`src/rtl/johnson_phase_decoder.sv`:
```
// Johnson (twisted-ring) word decoder: registered phase index, one-hot phase,
// legality and step checking, revolution counting with sticky error flags.
module johnson_phase_decoder #(
  parameter int WIDTH = 4,
  parameter int REV_W = 8,
  localparam int P     = 2 * WIDTH,
  localparam int IDX_W = $clog2(2 * WIDTH)
) (
  input  logic             clk,
  input  logic             rst,
  input  logic             en,
  input  logic [WIDTH-1:0] jc_in,
  input  logic             err_clr,
  output logic [IDX_W-1:0] phase_idx,
  output logic [P-1:0]     phase_onehot,
  output logic             legal,
  output logic             wrap_pulse,
  output logic [REV_W-1:0] rev_count,
  output logic             err_code,
  output logic             err_skip
);

  logic [IDX_W-1:0] phase_idx_q,    phase_idx_d;
  logic [P-1:0]     phase_onehot_q, phase_onehot_d;
  logic             legal_q,        legal_d;
  logic             wrap_pulse_q,   wrap_pulse_d;
  logic [REV_W-1:0] rev_count_q,    rev_count_d;
  logic             err_code_q,     err_code_d;
  logic             err_skip_q,     err_skip_d;
  logic             prev_valid_q,   prev_valid_d;

  logic [WIDTH-2:0] edge_w;
  logic [IDX_W-1:0] ones_cnt;
  logic [IDX_W-1:0] edge_cnt;
  logic             code_ok;
  logic [IDX_W-1:0] idx_dec;
  logic [P-1:0]     onehot_dec;
  logic [IDX_W-1:0] next_of_prev;
  logic             step_ok;
  logic             new_code_err;
  logic             new_skip_err;

  // A legal Johnson word has at most one boundary between adjacent bits.
  generate
    for (genvar gi = 0; gi < WIDTH - 1; gi++) begin : g_edge
      assign edge_w[gi] = jc_in[gi] ^ jc_in[gi+1];
    end
  endgenerate

  always_comb begin
    ones_cnt = '0;
    for (int i = 0; i < WIDTH; i++) begin
      ones_cnt = ones_cnt + IDX_W'(jc_in[i]);
    end
  end

  always_comb begin
    edge_cnt = '0;
    for (int i = 0; i < WIDTH - 1; i++) begin
      edge_cnt = edge_cnt + IDX_W'(edge_w[i]);
    end
  end

  assign code_ok = (edge_cnt <= IDX_W'(1));

  // Filling half (ones at LSB end) counts up; draining half counts down from P.
  always_comb begin
    if (jc_in[0] || (ones_cnt == '0)) begin
      idx_dec = ones_cnt;
    end else begin
      idx_dec = IDX_W'(P - int'(ones_cnt));
    end
  end

  generate
    for (genvar gi = 0; gi < P; gi++) begin : g_onehot
      assign onehot_dec[gi] = (idx_dec == IDX_W'(gi));
    end
  endgenerate

  assign next_of_prev = (phase_idx_q == IDX_W'(P - 1)) ? '0 : phase_idx_q + IDX_W'(1);
  assign step_ok      = (idx_dec == phase_idx_q) || (idx_dec == next_of_prev);

  always_comb begin
    phase_idx_d    = phase_idx_q;
    phase_onehot_d = phase_onehot_q;
    legal_d        = legal_q;
    wrap_pulse_d   = 1'b0;
    rev_count_d    = rev_count_q;
    prev_valid_d   = prev_valid_q;
    new_code_err   = 1'b0;
    new_skip_err   = 1'b0;

    if (en) begin
      if (code_ok) begin
        phase_idx_d    = idx_dec;
        phase_onehot_d = onehot_dec;
        legal_d        = 1'b1;
        prev_valid_d   = 1'b1;
        if (prev_valid_q) begin
          new_skip_err = ~step_ok;
          if ((phase_idx_q == IDX_W'(P - 1)) && (idx_dec == '0)) begin
            wrap_pulse_d = 1'b1;
            rev_count_d  = rev_count_q + REV_W'(1);
          end
        end
      end else begin
        // Phase index holds; the next legal code starts a fresh run.
        phase_onehot_d = '0;
        legal_d        = 1'b0;
        prev_valid_d   = 1'b0;
        new_code_err   = 1'b1;
      end
    end

    err_code_d = new_code_err | (err_code_q & ~err_clr);
    err_skip_d = new_skip_err | (err_skip_q & ~err_clr);
  end

  always_ff @(posedge clk or posedge rst) begin
    if (rst) begin
      phase_idx_q    <= '0;
      phase_onehot_q <= '0;
      legal_q        <= 1'b0;
      wrap_pulse_q   <= 1'b0;
      rev_count_q    <= '0;
      err_code_q     <= 1'b0;
      err_skip_q     <= 1'b0;
      prev_valid_q   <= 1'b0;
    end else begin
      phase_idx_q    <= phase_idx_d;
      phase_onehot_q <= phase_onehot_d;
      legal_q        <= legal_d;
      wrap_pulse_q   <= wrap_pulse_d;
      rev_count_q    <= rev_count_d;
      err_code_q     <= err_code_d;
      err_skip_q     <= err_skip_d;
      prev_valid_q   <= prev_valid_d;
    end
  end

  assign phase_idx    = phase_idx_q;
  assign phase_onehot = phase_onehot_q;
  assign legal        = legal_q;
  assign wrap_pulse   = wrap_pulse_q;
  assign rev_count    = rev_count_q;
  assign err_code     = err_code_q;
  assign err_skip     = err_skip_q;

endmodule

```
`config.mk`:
```
export PLATFORM = sky130hd
export DESIGN_NAME = johnson_phase_decoder
export DESIGN_NICKNAME = d
export VERILOG_FILES = /design/src/rtl/johnson_phase_decoder.sv
export SDC_FILE = /design/constraint.sdc
export NUM_CORES = 1
export LEC_CHECK = 0
export BUFFER_PORTS_ARGS = -buffer_cell sky130_fd_sc_hd__buf_2
export CORE_AREA = 2 2 53 55
export CTS_CLUSTER_DIAMETER = 200
export DETAILED_ROUTE_END_ITERATION = 16
export DIE_AREA = 0 0 55 57
export GPL_ROUTABILITY_DRIVEN = 0
export PLACE_DENSITY_LB_ADDON = 0.2
export SYNTH_ARGS = -nofsm -noshare
export SYNTH_HDL_FRONTEND = slang
export SYNTH_SLANG_ARGS = --single-unit
```
`constraint.sdc`:
```
create_clock -name clk -period 2.05 [get_ports clk]
set_input_delay 0.3075 -clock clk [delete_from_list [all_inputs] [get_ports clk]]
set_output_delay 0.3075 -clock clk [all_outputs]
set_load 0.1 [all_outputs]
```
* After elaboration in Yosys (flattened, before gate mapping) *
Index checks and enable logic that the tools add are counted.

storage, ports and cells
  output and inout bits = 23
  bits of input ports = 8
  bits in registers = 23
  word-level logic and storage cells = 55

operators by class
  $lt $le $gt $ge = 1
  equality and inequality tests = 10
  reduce and logical (&&, ||, !) cells = 7
  bitwise logic cells = 9
  add/subtract/negate cells = 8
  muxes and demuxes = 13

operator list
  operator                                                         count
  == test 3 bit (second input constant)                            5
  2-to-1 mux 1 bit                                                 10
  adder 8 x 1 -> 8 bit (second input constant)                     1
  2-to-1 mux 8 bit                                                 1
  adder 2 x 1 -> 3 bit                                             2
  == test 3 x 2 -> 1 bit (second input constant)                   2
  == test 3 bit                                                    2
  logical NOT 3 bit                                                2
  2-to-1 mux 3 bit                                                 2
  adder 1 x 1 -> 2 bit                                             2
  AND reduction 4 bit                                              1
  adder 3 x 1 -> 3 bit                                             1
  adder 3 x 1 -> 3 bit (second input constant)                     1
  == test 3 x 1 -> 1 bit (second input constant)                   1
  less-or-equal comparator 3 x 1 -> 1 bit (second input constant)  1
  subtractor 1 x 3 -> 3 bit (first input constant)                 1
  bitwise XOR 1 bit                                                3
  bitwise AND 1 bit                                                2
  logical OR 1 bit                                                 2
  NOT 1 bit                                                        2
  OR 1 bit                                                         2
  AND reduction 2 bit                                              1
  logical AND 1 bit                                                1

* Logic depth before layout (Yosys ltp) *
  depth after elaboration = 13
  gate-level depth with buffers = 11
  mapped depth without buffers = 10

* Worst setup path after synthesis *
Ideal clock, no wire load.

  path kind = in2reg
  start point = input jc_in[0]
  end point = register rev_count_q[1], in the netlist rev_count[1]
  buffers on the path = 1
  setup time = 126 ps
  stages = 10
  setup slack = -1098 ps
  arrival time = 3022 ps
  required time = 1924 ps
  cells stage by stage = fa_1 ha_1 clkbuf_1 inv_1 ha_1 ha_1 o21a_1 or3_4 nor2_1 mux2_2

on the way
  cells in the longest elaborated chain, start to end = 9
  elaborated cells on any way between the ends = 14
  classes of those cells = add/sub: 6; order compare: 1; mux: 1; bitwise: 1; reduce/logical: 5

RTL lines
  what                                                          RTL line  RTL
  from (decl)                                                   12        input logic [WIDTH-1:0] jc_in,
  branches (longest 5 deep; another with adder 2 x 1 -> 3 bit)  n/a
  2-to-1 mux 3 bit *                                            68        if (jc_in[0] || (ones_cnt == '0)) begin
  named net idx_dec[0]                                          36        logic [IDX_W-1:0] idx_dec;
  logical NOT 3 bit *                                           102       if ((phase_idx_q == IDX_W'(P - 1)) && (idx_dec == '0)) begin
  logical AND 1 bit *                                           102
  AND reduction 4 bit (no line) *                               n/a
  to (signal assigned)                                          135       rev_count_q <= rev_count_d;
  to (decl)                                                     27        logic [REV_W-1:0] rev_count_q, rev_count_d;

Mark *: on every way through the listed nets, which the timed path passes.
A chain may end at the register's enable or synchronous reset.

* Final worst setup path *
  start point = input jc_in[3]
  end point = register rev_count_q[7], in the netlist rev_count[7]

on the way
  cells in the longest elaborated chain, start to end = 7
  elaborated cells on any way between the ends = 11
  classes of those cells = add/sub: 3; order compare: 1; mux: 1; bitwise: 1; reduce/logical: 5

RTL lines
  what
  branches (longest 6 deep; another with adder 3 x 1 -> 3 bit)
  AND reduction 4 bit (no line) *

Mark *: on every way between the ends.

==> results.md <==
* First-pass GRT wire length at 5310 µm
* Area of the mapped netlist at 1280 µm²
* Crit-path most repeated cell: ha_4
* Final setup margin at -553 ps
* # fillers at 196
* Violated checks: negative setup slack
* Antenna violations before repair at 0
* Critical Path Start Type: primary input
* Worst reg2reg path startpoint: phase_idx[1]
* Placed Cells at 198
* TritonCTS clock tree: done
* Via count at 1143
* Clk sink count at 23
* Clock latency on the worst-skew pair at 320 ps
* Peak VDD IR at 858 µV
* Cell taking the most area after synthesis: dfrtp_1
* Static Leak at 0.985 nW
* Critical-path cell list: buf_8 > fa_2 > ha_4 > ha_4 > inv_2 > ha_4 > ha_4 > o21a_1 > or3_4 > buf_12 > nor4_4 > xor2_1
* Worst hold path startpoint: err_clr
* Yosys warnings at 0
* Avg WL per Cell at 16.0 µm
* Area delta synth->final at 53.1%
* Num CTS Buffers at 3
* Async SR Flop Fraction at 100%
* CTS Buffer Depth at 2
* Syn_area_per_cell at 10.7 µm²
* # DRC at 0
* Die ar. at 3140 µm²
* RR Endpoint: err_skip
* Final ANT Viol Nets at 0
* Port Buffers at 30
* Outcome: finished with violations
* Most common cell in the netlist: dfrtp_1
* Multi-input gate area at 865 µm²
* Fin Setup TNS at -8840 ps
* Final nets at 197
* Hold depth at 2
* DRT iter0 DRCs at 20
* DP HPWL at 2450 µm
* Initial Util at 48.9%
* Req. time, crit path at 2310 ps
* Std-Cell Rows at 19
* Final Hold Viols at 0
* Worst hold path class: in2reg
* CP Buf/Inv Count at 3
* Post-synth top cells: dfrtp_1, inv_1, o21ai_0
* Final non-filler cell total at 209
* Slew @ Worst Pin at 489 ps
* Crit path DAT at 2860 ps
* Post-synth top flop: dfrtp_1
* Ratio of cells with drive above 1 in the final layout at 51.7%
* Fmax at 384 MHz
* Clock root buffer: clkbuf_4
* Largest net degree at the start of global routing at 24
* Sequential area share after synthesis at 45.0%
* H-tree Lvls at 1
* RSZ-0062 raised after global routing: true
* Vias in the first global route at 1129
* Power per standard cell area at 941 nW/µm²
* EDFF count, synth at 0
* Slew HR at 67.6%
* Drt pass-1 iters at 4
* Slowest-stage cell, CP: fa_2
* Max Cap Violations at 0
* Largest stage delay, worst path at 490 ps
* Chip height at 57 µm
* Worst Skew at 14.9 ps
* Final setup viols at 20
* Total wire length at 3350 µm
* Cell area after layout at 1960 µm²
* GRT Util Overall at 24.0%
* Syn Inst Count at 120
* Sink of the worst hold path: err_code
* Die Width at 55 µm
* Reg clk slew, reported paths at 130 ps
* Worst Setup End Kind: flop
* Top delay family on crit path: adder cells
* IO Pins at 31
* Reg area at 576 µm²
* Synth unique cells at 32
* Vias per cell at 5.47
* Crit Path Class: in2reg
* Final Cycle Share at 127%
* Max-slew violations at 0
* Core Area at 2620 µm²
* Post-DP Area at 1730 µm²
* Yosys top cell area share at 45.0%
* Min Clock Period, post-route at 2600 ps
* Synthesized net count at 138
* Grt ovf at 0
* Largest fanout on the critical path at 7
* Worst r2r path cells at 5
* Synth area leaders: dfrtp_1, ha_1, inv_1
* ANT cells at 0
* Flop2flop setup slack at 290 ps
* Synth Register Bits at 23
==> power breakdown <==
| group | internal [W] | leakage [nW] | switching (W) |
|---|---|---|---|
| Clock | 0.0000731 | 0.0177 | 0.000137 |
| Sequential | 0.000507 | 0.304 | 0.0000425 |
| Combinational | 0.000350 | 0.663 | 0.000733 |
==> worst max-delay path by stage <==
stage	from	endpoint	slack, ps	cells past startpoint
after floorplan	jc_in[3]	rev_count[1]	-770	10
after global placement	jc_in[3]	err_skip	-880	12
after detailed placement	jc_in[3]	rev_count[5]	-1010	11
after CTS	jc_in[3]	rev_count[7]	-570	12
after global routing	jc_in[3]	rev_count[7]	-640	12
final	jc_in[3]	rev_count[7]	-550	12
==> final cells by class <==
type                    instances  area share, %
clock buffers                   3           1.15
clock inverters                 1          0.255
inverters                      15           3.13
multi-input cells              80           44.1
flip-flops and latches         23           29.4
well taps                      31           1.98
repair buffers                 56           20.0
==> metal layers <==
layer,GRT usage (%),vias to the layer above,share of wire [%]
met1,28.9,567,39
met2,40.5,22,54
met5,0,-,0
met3,2.62,10,3.0
li1,-,544,-
met4,13.6,0,3.8
==> through the flow <==
stage	hold slack [ps]	setup WS [ps]	utilization, %	total power [W]
finish	154	-553	74.9	0.00184
CTS	145	-572	72.9	0.00181
detailed placement	362	-1010	66.2	0.00153
global route	151	-638	74.9	0.00194
global placement	355	-878	66.2	0.00150
floorplan	309	-766	-	0.00130
==> state kept, by name (all words and copies together), names as in the netlist <==
signal        flops
phase_onehot      8
rev_count         8
phase_idx         3
err_code          1
err_skip          1
prev_valid_q      1
wrap_pulse        1
==> cells by family (layout without fill, tap and decap cells) <==
logic type	Yosys count	after routing	synth area share, %
buffers and inverters	17	75	5.57
AOI/OAI and AO/OA	26	26	14.2
and+or+nand+nor	33	33	16.6
DFF	23	23	45.0
adders and majority gates	10	10	10.9
xor gates and xnor gates	10	10	6.84
muxes	1	1	0.880
==> what timing repair did <==
item                                    CTS  global route
pin swaps                                15            13
buffers inserted                          4             2
hold buffers                              1             0
endpoints found under the setup margin   20            20
gates resized for setup                  24             9
endpoints found under the hold margin    13             0
==> placed cells by master (no fill, tap or decap), types with 2 or more instances in the layout <==
master	Yosys	routed
a221oi_2	0	2
a32o_1	4	4
buf_2	0	28
buf_4	0	20
buf_6	1	5
clkbuf_4	0	3
dfrtp_1	23	23
ha_1	8	4
ha_4	0	4
inv_1	15	13
nand2_1	5	5
nand3_1	4	4
nand4_1	3	3
nor2_4	0	2
nor3_4	0	2
nor3b_1	3	2
nor4_4	0	3
o21ai_0	11	8
o32ai_2	0	4
or3_1	3	2
or3_4	1	3
or3b_4	0	2
xnor2_1	4	4
xor2_1	6	6
(Power assumes the default switching activity.)
